File: src/rtl/md_sequencer.sv
// -----------------------------------------------------------------------------
// md_sequencer
//   Initiator side of the DIVMULT multiply/divide unit. It accepts one
//   mult/div request and presents the operands and the operation to DIVMULT.
//   It then issues a one-cycle start pulse and waits the unit's fixed latency.
//   After that it pulses the HI/LO load enable, and then a done pulse.
//   A divide by zero skips DIVMULT entirely: done and div0_exc pulse together
//   and HI/LO are left untouched. A flush cancels an operation that is still
//   in flight.
//
// Ports
//   clk, reset          clock (rising edge), asynchronous active-low reset
//   req_valid/req_op    request strobe; op 0 = mult, 1 = div
//   req_a/req_b         operands
//   req_ready           high while idle (a request can be accepted)
//   flush               cancel an in-flight op (no HI/LO write, no done)
//   md_a/md_b           operands to DIVMULT, held from accept to next accept
//   md_control          MDControl to DIVMULT, held like the operands
//   md_start            one-cycle start pulse to DIVMULT
//   hilo_load           one-cycle load enable for the HI and LO registers
//   busy                op in flight (not idle)
//   done                one-cycle completion pulse
//   div0_exc            divide-by-zero pulse, coincident with done
// -----------------------------------------------------------------------------
module md_sequencer #(
   parameter int W        = 32,
   parameter int MULT_LAT = 32,
   parameter int DIV_LAT  = 33
) (
   input  logic         clk,
   input  logic         reset,
   input  logic         req_valid,
   input  logic         req_op,
   input  logic [W-1:0] req_a,
   input  logic [W-1:0] req_b,
   output logic         req_ready,
   input  logic         flush,
   output logic [W-1:0] md_a,
   output logic [W-1:0] md_b,
   output logic         md_control,
   output logic         md_start,
   output logic         hilo_load,
   output logic         busy,
   output logic         done,
   output logic         div0_exc
);

   localparam int MAX_LAT = (MULT_LAT > DIV_LAT) ? MULT_LAT : DIV_LAT;
   // A single-cycle latency still needs a one-bit counter.
   localparam int CNT_W   = (MAX_LAT > 1) ? $clog2(MAX_LAT) : 1;
   localparam logic [CNT_W-1:0] MULT_LOAD = CNT_W'(MULT_LAT - 1);
   localparam logic [CNT_W-1:0] DIV_LOAD  = CNT_W'(DIV_LAT - 1);

   typedef enum logic [2:0] {
      S_IDLE,
      S_ISSUE,
      S_WAIT,
      S_WRITE,
      S_DONE
   } state_t;

   state_t           state_q;
   logic [CNT_W-1:0] cnt_q;
   logic [W-1:0]     a_q;
   logic [W-1:0]     b_q;
   logic             ctrl_q;
   logic             div0_q;

   // NOTE: every register, operands included, is cleared by the async reset so
   // DIVMULT sees defined inputs; state uses non-blocking assignments only.
   always_ff @(posedge clk or negedge reset) begin
      if (!reset) begin
         state_q <= S_IDLE;
         cnt_q   <= '0;
         a_q     <= '0;
         b_q     <= '0;
         ctrl_q  <= 1'b0;
         div0_q  <= 1'b0;
      end else begin
         case (state_q)
            S_IDLE: begin
               // flush outranks a request that arrives in the same cycle
               if (!flush && req_valid) begin
                  a_q    <= req_a;
                  b_q    <= req_b;
                  ctrl_q <= req_op;
                  if (req_op && (req_b == '0)) begin
                     div0_q  <= 1'b1;
                     state_q <= S_DONE;
                  end else begin
                     state_q <= S_ISSUE;
                  end
               end
            end
            S_ISSUE: begin
               if (flush) begin
                  state_q <= S_IDLE;
               end else begin
                  // counting LAT-1 down to 0 gives exactly LAT cycles in WAIT
                  cnt_q   <= ctrl_q ? DIV_LOAD : MULT_LOAD;
                  state_q <= S_WAIT;
               end
            end
            S_WAIT: begin
               if (flush) begin
                  state_q <= S_IDLE;
               end else if (cnt_q == '0) begin
                  state_q <= S_WRITE;
               end else begin
                  cnt_q <= cnt_q - 1'b1;
               end
            end
            S_WRITE: begin
               state_q <= flush ? S_IDLE : S_DONE;
            end
            S_DONE: begin
               // flush is ignored here: the result is already committed
               div0_q  <= 1'b0;
               state_q <= S_IDLE;
            end
            default: begin
               state_q <= S_IDLE;
            end
         endcase
      end
   end

   assign md_a       = a_q;
   assign md_b       = b_q;
   assign md_control = ctrl_q;
   assign req_ready  = (state_q == S_IDLE);
   assign busy       = (state_q != S_IDLE);
   assign md_start   = (state_q == S_ISSUE);
   // A flush arriving in the WRITE cycle must still keep HI/LO unchanged, so
   // the load enable is gated by flush directly rather than by the next state.
   assign hilo_load  = (state_q == S_WRITE) && !flush;
   assign done       = (state_q == S_DONE);
   assign div0_exc   = (state_q == S_DONE) && div0_q;

endmodule

File: config.mk
export PLATFORM = sky130hd
export DESIGN_NAME = md_sequencer
export DESIGN_NICKNAME = d
export VERILOG_FILES = /design/src/rtl/md_sequencer.sv
export SDC_FILE = /design/constraint.sdc
export NUM_CORES = 1
export LEC_CHECK = 0
export BUFFER_PORTS_ARGS = -buffer_cell sky130_fd_sc_hd__buf_2
export CAP_MARGIN = 0
export CORE_ASPECT_RATIO = 1.4
export CORE_MARGIN = 5
export CORE_UTILIZATION = 47
export CTS_BUF_LIST = sky130_fd_sc_hd__clkbuf_16
export DETAILED_ROUTE_END_ITERATION = 7
export GPL_ROUTABILITY_DRIVEN = 1
export PLACE_DENSITY = 0.79
export SLEW_MARGIN = 0
export SYNTH_ARGS = -nofsm -noshare
export SYNTH_HDL_FRONTEND = slang
export SYNTH_SLANG_ARGS = --single-unit
export TNS_END_PERCENT = 5
File: constraint.sdc
create_clock -name clk -period 2.5 [get_ports clk]
set_input_delay 0.125 -clock clk [delete_from_list [all_inputs] [get_ports clk]]
set_output_delay 0.125 -clock clk [all_outputs]
set_load 0.005 [all_outputs]
==> summary.md, run 1 <==
| Metric | Value |
|---|---|
| Number of synthesized register bits | `75` |
| Drt pass-1 iters | `4` |
| Worst path setup slack after routing | `598 ps` |
| Number of H-tree levels | `3` |
| Die width | `80.6 um` |
| WP data required | `2710 ps` |
| Grt total ovfl | `0` |
| Transition at the pin with the smallest max-transition slack | `729 ps` |
| Nets in the synthesized netlist | `290` |
| Largest net degree at the start of global routing | `56` |
| Timing-limited maximum frequency | `526 MHz` |
| Placed Cells | `446` |
| DPL Wire Length | `5870 um` |
| Post-synth design cell area | `3280 um2` |
| Post-synthesis to final-layout area growth | `34.0%` |
| Commonest non-fill, non-tap cells in the layout | `buf_2 (139), dfrtp_1 (75), mux2_2 (38), mux2_4 (28), clkbuf_16 (9)` |
| Most frequent standard cell in the layout excluding fill and tap cells | `buf_2` |
| Die H | `109 um` |
| Pre-CTS setup slack | `617 ps` |
| Number of remaining DRC errors | `0` |
| Clock tree from TritonCTS | `built` |
| Initial antenna violation count | `1` |
| DR WL/cell | `16.9 um` |
| Startpoint class of the critical path | `flop` |
| Critical setup path kind | `flop to flop` |
| Worst-case vdd ir drop | `635 uV` |
| DP Area | `4060 um2` |
| Total vias in the final route | `2372` |
| RSZ-0062 raised after global routing | `false` |
| Headroom to the max-slew limit | `0.514` |
| PortBufs | `139` |
| Effective utilization at floorplan | `0.475` |
| Die ar. | `8760 um2` |
| Ordered cell list for the critical path | `or3_4 > inv_2 > nand2_4 > buf_12 > mux2_2` |
| Post-route non-filler standard cell count | `464` |
| Reported leakage power | `2.19 nW` |
| Stage delay of the slowest cell on the critical path | `490 ps` |
| Number of endpoints failing setup at the final stage | `0` |
| Avg Vias per Cell | `5.11` |
| FILL cells | `521` |
| Pwr Density | `969 nW/um2` |
| Vias in the first global route | `2493` |
| 1st-iter DRT viols | `98` |
| Synth cell types | `37` |
| Sum of negative setup slack | `0 ps` |
| Total number of clock tree sinks | `75` |
| Post CTS Setup Buffer Count | `0` |
| Number of nets in the final layout | `434` |
| Skew final | `6.16 ps` |
| Residual antenna-violating net count after detailed routing | `0` |
| GRT Total Usage | `0.186` |
| Clock slew at reported path FFs | `60 ps` |
| Register cell area after layout | `1880 um2` |
| Std-Cell Rows | `36` |
| Share of the clock period used by the worst path after layout | `0.761` |
| Core Region | `6890 um2` |
| YS warnings | `0` |
| Arrival time at the worst endpoint | `2110 ps` |
| Cell area after layout | `4390 um2` |
| Crit. End Element | `flop` |
| Final hold violation count | `0` |
| Number of I/O pins | `140` |
| Maximum number of buffers from clock root to sink | `2` |
| Sequential share of the synthesized area | `0.573` |
| Maxcap violations | `0` |
| Pins over their slew limit | `0` |
| Worst reg2reg setup slack | `600 ps` |
| Synth Area per Inst | `15.0 um2` |
| Area taken by multi-input logic gates | `1300 um2` |
| Gpl congestion | `0.857` |
| CP max-delay cell | `dfrtp_1` |
| Cts bufs inserted | `9` |
| First-pass GRT wire length | `12300 um` |
| Number of resized instances in the post-cts repair step | `0` |
| Min-delay worst type | `input port to flop` |
| Post-synthesis instance total | `219` |
| Clock Latency Late Sink | `330 ps` |
| Final critical delay including setup and external delays | `1900 ps` |
| Share of cells above drive strength 1 | `0.628` |
| Outcome | `complete, no violations` |
| Maximum net fanout on the critical path | `55` |
| Final hold slack | `21.0 ps` |
| Overall routed net length | `7820 um` |
| CTS Root Buffer Type | `clkbuf_16` |
-- timing repair --
item / in CTS / in global routing
endpoints found under the hold margin: 30 / 0
endpoints found under the setup margin: 0 / 0
hold buffers: 1 / 0
-- sequential cells by signal, indices dropped and copies added (netlist names) --
signal      count
div0_q          1
md_b           32
cnt_q           6
md_a           32
state_q         3
md_control      1
-- through the flow --
step,util,total power [mW]
2_1_floorplan,-,2.39
3_3_place_gp,0.589,2.86
3_5_place_dp,0.589,2.91
4_1_cts,0.637,4.30
5_1_grt,0.637,4.49
6_report,0.637,4.25
-- cell type report --
cell class                 instances  area share
clock inverter                     7      0.0211
tap                               95      0.0271
multi-input combinational        128       0.297
sequential                        75       0.427
antenna                            1    0.000570
timing repair buffer             142       0.170
inverter                           7     0.00598
clock buffer                       9      0.0513
-- kinds of logic after synthesis --
group | count (synthesis) | synth area share
DFF | 75 | 0.573
xor gates and xnor gates | 1 | 0.00267
adders and majority gates | 2 | 0.00764
and+or+nand+nor | 38 | 0.0730
buffers and inverters | 16 | 0.0309
AOI/OAI and AO/OA | 21 | 0.0539
muxes | 66 | 0.259
-- synthesized netlist by cell type --
| master | number | area [um2] |
|---|---|---|
| nand2_1 | 4 | 15.0 |
| buf_2 | 3 | 15.0 |
| o221a_2 | 1 | 11.3 |
| nand3_1 | 1 | 5.00 |
| inv_1 | 6 | 22.5 |
| o22ai_1 | 4 | 25.0 |
| o31ai_1 | 2 | 15.0 |
| inv_2 | 1 | 3.75 |
| a21boi_0 | 1 | 7.51 |
| buf_6 | 4 | 45.0 |
| nand2_2 | 1 | 6.26 |
| o221ai_1 | 2 | 17.5 |
| xnor2_1 | 1 | 8.76 |
| buf_4 | 2 | 15.0 |
| or3b_4 | 1 | 11.3 |
| a31oi_1 | 1 | 6.26 |
| a21oi_4 | 1 | 16.3 |
| nor2b_1 | 2 | 12.5 |
| nor4_1 | 8 | 50.1 |
| nor4b_1 | 1 | 8.76 |
| mux2_2 | 38 | 428 |
| nor3_1 | 6 | 30.0 |
| nor3b_1 | 2 | 15.0 |
| ha_1 | 2 | 25.0 |
| dfrtp_1 | 75 | 1880 |
| or3_1 | 3 | 18.8 |
| nor2_1 | 3 | 11.3 |
| a22oi_1 | 1 | 7.51 |
| a22o_1 | 4 | 35.0 |
| o21a_2 | 1 | 8.76 |
| or3_4 | 1 | 11.3 |
| mux2_4 | 28 | 420 |
| and3_1 | 1 | 6.26 |
| o32ai_1 | 2 | 17.5 |
| nor3b_2 | 2 | 25.0 |
| nand4_1 | 2 | 12.5 |
| o41ai_1 | 1 | 8.76 |
-- power by group --
group / internal, mW / switching (mW)
Clock: 0.871 / 0.499
Combinational: 0.654 / 0.456
Sequential: 1.56 / 0.219
-- worst max-delay path: cells and delay by family (launching register included) --
family                 cells  cell delay (ps)
and+or+nand+nor            2              590
DFF                        1              490
buffers and inverters      2              340
muxes                      1              320
-- routing by layer --
layer | wire length [um] | vias up | global-route usage
li1 | - | 1099 | -
met1 | 2910 | 1174 | 0.220
met2 | 4210 | 81 | 0.305
met3 | 448 | 18 | 0.0529
met4 | 251 | 0 | 0.0966
met5 | 0 | - | 0
-- path summary, 6_finish.rpt --
path | start | to | depth (start not counted)
max | state_q[0] | md_a[14] | 5
min | req_a[12] | md_a[12] | 2
max reg2reg | state_q[0] | md_a[14] | 5
min reg2reg | md_a[25] | md_a[25] | 1
max in group asynchronous | reset | state_q[2] | 3
min in group asynchronous | reset | md_b[24] | 2
Power figures use the tool's default switching activity.
==> inputs of run 2 (changes only) <==
--- a/config.mk
+++ b/config.mk
@@ -9,11 +9,11 @@
 export CAP_MARGIN = 0
 export CORE_ASPECT_RATIO = 1.4
 export CORE_MARGIN = 5
-export CORE_UTILIZATION = 47
+export CORE_UTILIZATION = 43
 export CTS_BUF_LIST = sky130_fd_sc_hd__clkbuf_16
 export DETAILED_ROUTE_END_ITERATION = 7
 export GPL_ROUTABILITY_DRIVEN = 1
-export PLACE_DENSITY = 0.79
+export PLACE_DENSITY = 0.76
 export SLEW_MARGIN = 0
 export SYNTH_ARGS = -nofsm -noshare
 export SYNTH_HDL_FRONTEND = slang
==> constraint.sdc (replaced) <==
create_clock -name clk -period 1.6 [get_ports clk]
set_input_delay 0.08 -clock clk [delete_from_list [all_inputs] [get_ports clk]]
set_output_delay 0.08 -clock clk [all_outputs]
set_load 0.005 [all_outputs]
==> run 2 against run 1 <==
The flow now finishes with violations (setup timing). Cell area increased by 19%. Via count increased by 12%. Clock power increased by 72%. Critical endpoint is now md_b[24].
==> summary.md, run 2 (synthesized netlist as in run 1, its figures left out) <==
| Metric | Value |
|---|---|
| Outcome | `finished, violations left` |
| Violated checks | `setup timing` |
| Vias in the first global route | `2995` |
| PortBufs | `139` |
| Placed Cells | `468` |
| Share of cells above drive strength 1 | `0.606` |
| DPL Wire Length | `6260 um` |
| Pins over their slew limit | `0` |
| Die H | `113 um` |
| Maxcap violations | `0` |
| Headroom to the max-slew limit | `0.738` |
| Skew final | `9.93 ps` |
| Maximum net fanout on the critical path | `41` |
| Std-Cell Rows | `37` |
| Cts bufs inserted | `9` |
| Initial antenna violation count | `1` |
| Timing-limited maximum frequency | `614 MHz` |
| Core Region | `7410 um2` |
| Number of I/O pins | `140` |
| CTS Root Buffer Type | `clkbuf_16` |
| Total vias in the final route | `2655` |
| GRT Total Usage | `0.214` |
| Number of H-tree levels | `3` |
| Final hold slack | `9.16 ps` |
| Number of buffer and inverter instances along the worst setup path | `2` |
| Grt total ovfl | `0` |
| Die width | `83.8 um` |
| Startpoint class of the critical path | `flop` |
| Sum of negative setup slack | `-212 ps` |
| Transition at the pin with the smallest max-transition slack | `393 ps` |
| Number of nets in the final layout | `502` |
| Maximum number of buffers from clock root to sink | `2` |
| Post-synthesis to final-layout area growth | `59.3%` |
| Critical register-to-register path startpoint | `state_q[1]` |
| DR WL/cell | `18.6 um` |
| RSZ-0062 raised after global routing | `true` |
| Die ar. | `9490 um2` |
| CP max-delay cell | `dfrtp_2` |
| 1st-iter DRT viols | `185` |
| Total power of the final layout | `7.36 mW` |
| Worst-case vdd ir drop | `856 uV` |
| Reported leakage power | `2.53 nW` |
| Setup crit start | `state_q[1]` |
| Worst path setup slack after routing | `-27.4 ps` |
| Stage delay of the slowest cell on the critical path | `430 ps` |
| Post-route non-filler standard cell count | `534` |
| Clock Latency Late Sink | `330 ps` |
| Final critical delay including setup and external delays | `1630 ps` |
| Min-delay worst type | `input port to flop` |
| Residual antenna-violating net count after detailed routing | `0` |
| Critical setup path kind | `flop to flop` |
| Number of remaining DRC errors | `0` |
| Overall routed net length | `9910 um` |
| Total number of clock tree sinks | `75` |
| Effective utilization at floorplan | `0.442` |
| Avg Vias per Cell | `4.97` |
| Drt pass-1 iters | `5` |
| Largest net degree at the start of global routing | `76` |
| Number of endpoints failing setup at the final stage | `21` |
| Clock slew at reported path FFs | `60 ps` |
| Pwr Density | `1410 nW/um2` |
| Most frequent standard cell in the layout excluding fill and tap cells | `buf_2` |
| First-pass GRT wire length | `15700 um` |
| Critical path's top delay family | `simple AND/OR/NAND/NOR gates` |
| Ordered cell list for the critical path | `or3_4 > inv_4 > nand2_4 > buf_12 > mux2_4` |
| Gpl congestion | `0.847` |
| Final hold violation count | `0` |
| Arrival time at the worst endpoint | `1830 ps` |
| Crit. End Element | `flop` |
| WP data required | `1810 ps` |
| Clock tree from TritonCTS | `built` |
| Commonest non-fill, non-tap cells in the layout | `buf_2 (135), dfrtp_1 (74), dlygate4sd3_1 (54), mux2_2 (37), mux2_4 (29)` |
| Share of the clock period used by the worst path after layout | `1.02` |
| Hold path startpoint | `req_b[21]` |
[run 2: per-layer routing]
metal / up-vias / track usage / part of all wire
met1: 1307 / 0.223 / 0.35
li1: 1236 / - / -
met5: - / 0 / 0
met4: 0 / 0.104 / 0.031
met3: 20 / 0.0488 / 0.041
met2: 92 / 0.399 / 0.58
[run 2: path summary, 6_finish.rpt]
path                         endpoint  slack [ps]  cells past startpoint
max reg2reg                  md_b[24]         -30                      5
max in group asynchronous  state_q[1]         950                      3
min                          md_b[21]           9                      2
max                          md_b[24]         -30                      5
min reg2reg                  md_b[30]         500                      1
min in group asynchronous    md_b[13]         320                      3
[run 2: cell type report]
class | instances | area (um2)
Timing Repair Buffer | 210 | 1420
Clock buffer | 9 | 225
Inverter | 7 | 28.8
Clock inverter | 7 | 124
Sequential cell | 75 | 1880
Tap cell | 97 | 121
Antenna cell | 1 | 2.50
Fill cell | 525 | 2190
Multi-Input combinational cell | 128 | 1420
[run 2: power breakdown]
group	internal, mW	leakage, nW	switching (mW)
clock network	1.54	0.167	0.816
registers	2.43	0.885	0.333
logic	1.33	1.48	0.907
[run 2: metrics by stage]
stage | utilization | instance area [um2] | setup slack [ps]
finish | 0.704 | 5220 | -27.4
global route | 0.704 | 5220 | -74.6
CTS | 0.694 | 5140 | -26.4
detailed placement | 0.571 | 4230 | -134
global placement | 0.571 | 4230 | -48.7
floorplan | - | 3280 | -64.9
[run 2: repair_timing]
| action | in CTS | in global routing |
|---|---|---|
| hold buffers | 54 | 0 |
| pin swaps | 4 | 14 |
| endpoints found under the setup margin | 58 | 77 |
| endpoints found under the hold margin | 128 | 0 |
| buffers inserted | 0 | 0 |
| resized for setup | 6 | 19 |
[run 2: worst reg2reg max path, delay by kind of cell (launching register included)]
family,cells,cell delay [ps]
and+or+nand+nor,2,470
DFF,1,430
buffers and inverters,2,280
muxes,1,340
==> inputs of run 3 (changes only) <==
--- a/config.mk
+++ b/config.mk
@@ -7,7 +7,6 @@
 export LEC_CHECK = 0
 export BUFFER_PORTS_ARGS = -buffer_cell sky130_fd_sc_hd__buf_2
 export CAP_MARGIN = 0
-export CORE_ASPECT_RATIO = 1.4
 export CORE_MARGIN = 5
 export CORE_UTILIZATION = 43
 export CTS_BUF_LIST = sky130_fd_sc_hd__clkbuf_16
==> run 3 against run 2 <==
The run still ends with setup timing left. Power shrank 4.0%. Clock skew grew 4.9 ps. Maximum frequency grew 0.14%. Critical endpoint is now md_b[11]. Clock-buffer cell count is the same. Via count grew 5.8%. Setup slack gained 2.2 ps. Sequential power is essentially flat. Non-clock buffer count grew 17.
==> summary.md, run 3 (synthesized netlist as in run 1, its figures left out) <==
| Metric | Value |
|---|---|
| Share of cells above drive strength 1 | `0.605` |
| Gpl congestion | `0.871` |
| Number of remaining DRC errors | `0` |
| Clock slew at reported path FFs | `60 ps` |
| Final hold slack | `8.93 ps` |
| Fraction of the core area covered by cells at the end of the flow | `0.732` |
| Grt total ovfl | `0` |
| Avg Vias per Cell | `5.09` |
| Worst path setup slack after routing | `-25.2 ps` |
| Cell area after layout | `5370 um2` |
| Maxcap violations | `0` |
| Outcome | `finished, violations left` |
| Initial antenna violation count | `0` |
| Drt pass-1 iters | `4` |
| DP Area | `4240 um2` |
| Std-Cell Rows | `31` |
| Hold path startpoint | `req_b[29]` |
| Reported leakage power | `2.62 nW` |
| Final hold violation count | `0` |
| Skew final | `14.8 ps` |
| Clock Latency Late Sink | `330 ps` |
| Transition at the pin with the smallest max-transition slack | `447 ps` |
| Timing-limited maximum frequency | `615 MHz` |
| Most frequent standard cell in the layout excluding fill and tap cells | `buf_2` |
| Number of endpoints failing setup at the final stage | `45` |
| Die width | `97.3 um` |
| Number of antenna cells inserted | `0` |
| GRT Total Usage | `0.200` |
| Pwr Density | `1320 nW/um2` |
| Violated checks | `setup timing` |
| Pre-CTS setup slack | `-84.9 ps` |
| Largest net degree at the start of global routing | `42` |
| Total power of the final layout | `7.06 mW` |
| Cts bufs inserted | `9` |
| CTS Root Buffer Type | `clkbuf_16` |
| Setup crit start | `state_q[1]` |
| Arrival time at the worst endpoint | `1840 ps` |
| Critical setup path kind | `flop to flop` |
| Core Region | `7330 um2` |
| Die H | `97.3 um` |
| Maximum net fanout on the critical path | `10` |
| Clock tree from TritonCTS | `built` |
| Total number of clock tree sinks | `75` |
| First-pass GRT wire length | `15300 um` |
| Headroom to the max-slew limit | `0.702` |
| Worst-case vdd ir drop | `786 uV` |
| Overall routed net length | `10100 um` |
| Residual antenna-violating net count after detailed routing | `0` |
| Critical register-to-register path startpoint | `state_q[1]` |
| RSZ-0062 raised after global routing | `true` |
| DR WL/cell | `18.4 um` |
| DPL Wire Length | `6030 um` |
| 1st-iter DRT viols | `85` |
| Number of H-tree levels | `3` |
| Commonest non-fill, non-tap cells in the layout | `buf_2 (138), dfrtp_1 (74), dlygate4sd3_1 (56), mux2_2 (37), mux2_4 (29)` |
| Post-synthesis to final-layout area growth | `63.9%` |
| Final critical delay including setup and external delays | `1630 ps` |
| Pins over their slew limit | `0` |
| Crit. End Element | `flop` |
| Vias in the first global route | `3145` |
| Total vias in the final route | `2808` |
| Number of I/O pins | `140` |
| Number of nets in the final layout | `519` |
| WP data required | `1810 ps` |
| Effective utilization at floorplan | `0.447` |
| Worst reg2reg setup slack | `-30 ps` |
| Min-delay worst type | `input port to flop` |
| Maximum number of buffers from clock root to sink | `2` |
| PortBufs | `139` |
| Startpoint class of the critical path | `flop` |
| Die ar. | `9460 um2` |
| Share of the clock period used by the worst path after layout | `1.02` |
## run 3: changes by cell type in the layout (fill, tap and decap cells not counted), moves of 2 or more
cell           before  now
dlygate4sd3_1      54   56
buf_4              16   23
clkbuf_16           9   12
buf_2             135  138
bufinv_16           3    1
## run 3: what timing repair did
action,4_1_cts,5_1_grt
hold buffers,56,0
gates resized for setup,4,21
cloned,0,5
hold endpoints to repair,89,0
buffers inserted,0,4
setup endpoints to repair,20,63
pin swaps,1,5
## run 3: final timing paths
check,endpoint,cells after the start
max,md_b[11],5
min,md_b[29],2
max reg2reg,md_b[11],5
min reg2reg,md_a[5],1
max in group asynchronous,state_q[1],3
min in group asynchronous,md_a[3],2
## run 3: layout make-up
| type | count | area (um2) |
|---|---|---|
| repair buffers | 227 | 1610 |
| inverters | 7 | 28.8 |
| flip-flops and latches | 75 | 1880 |
| clock buffers | 9 | 225 |
| multi-input cells | 128 | 1430 |
| well taps | 99 | 124 |
| clock inverters | 7 | 73.8 |
| fillers | 470 | 1960 |
## run 3: stage by stage
step / setup TNS (ps) / instances
3_5_place_dp: -349 / 471
6_report: -518 / 552
5_1_grt: -2970 / 552
3_3_place_gp: -110 / 471
4_1_cts: 0 / 543
2_1_floorplan: -653 / 219
## run 3: per-layer routing
layer  wire [um]  up-vias  global-route usage
met1        3720     1383               0.219
met3         634       29              0.0531
met2        5420      126               0.362
met4         371        0              0.0884
met5           0        -                   0
li1            -     1270                   -
## run 3: power breakdown
group | internal [mW] | leakage (nW) | switching, mW
Combinational | 1.37 | 1.59 | 0.916
Sequential | 2.43 | 0.885 | 0.332
Clock | 1.22 | 0.148 | 0.797
## run 3: critical path, cell delays in order (launching register included)
cell	delay, ps
dfrtp_2	420
or3_4	400
inv_4	90
nand2_8	110
buf_12	200
mux2_4	300
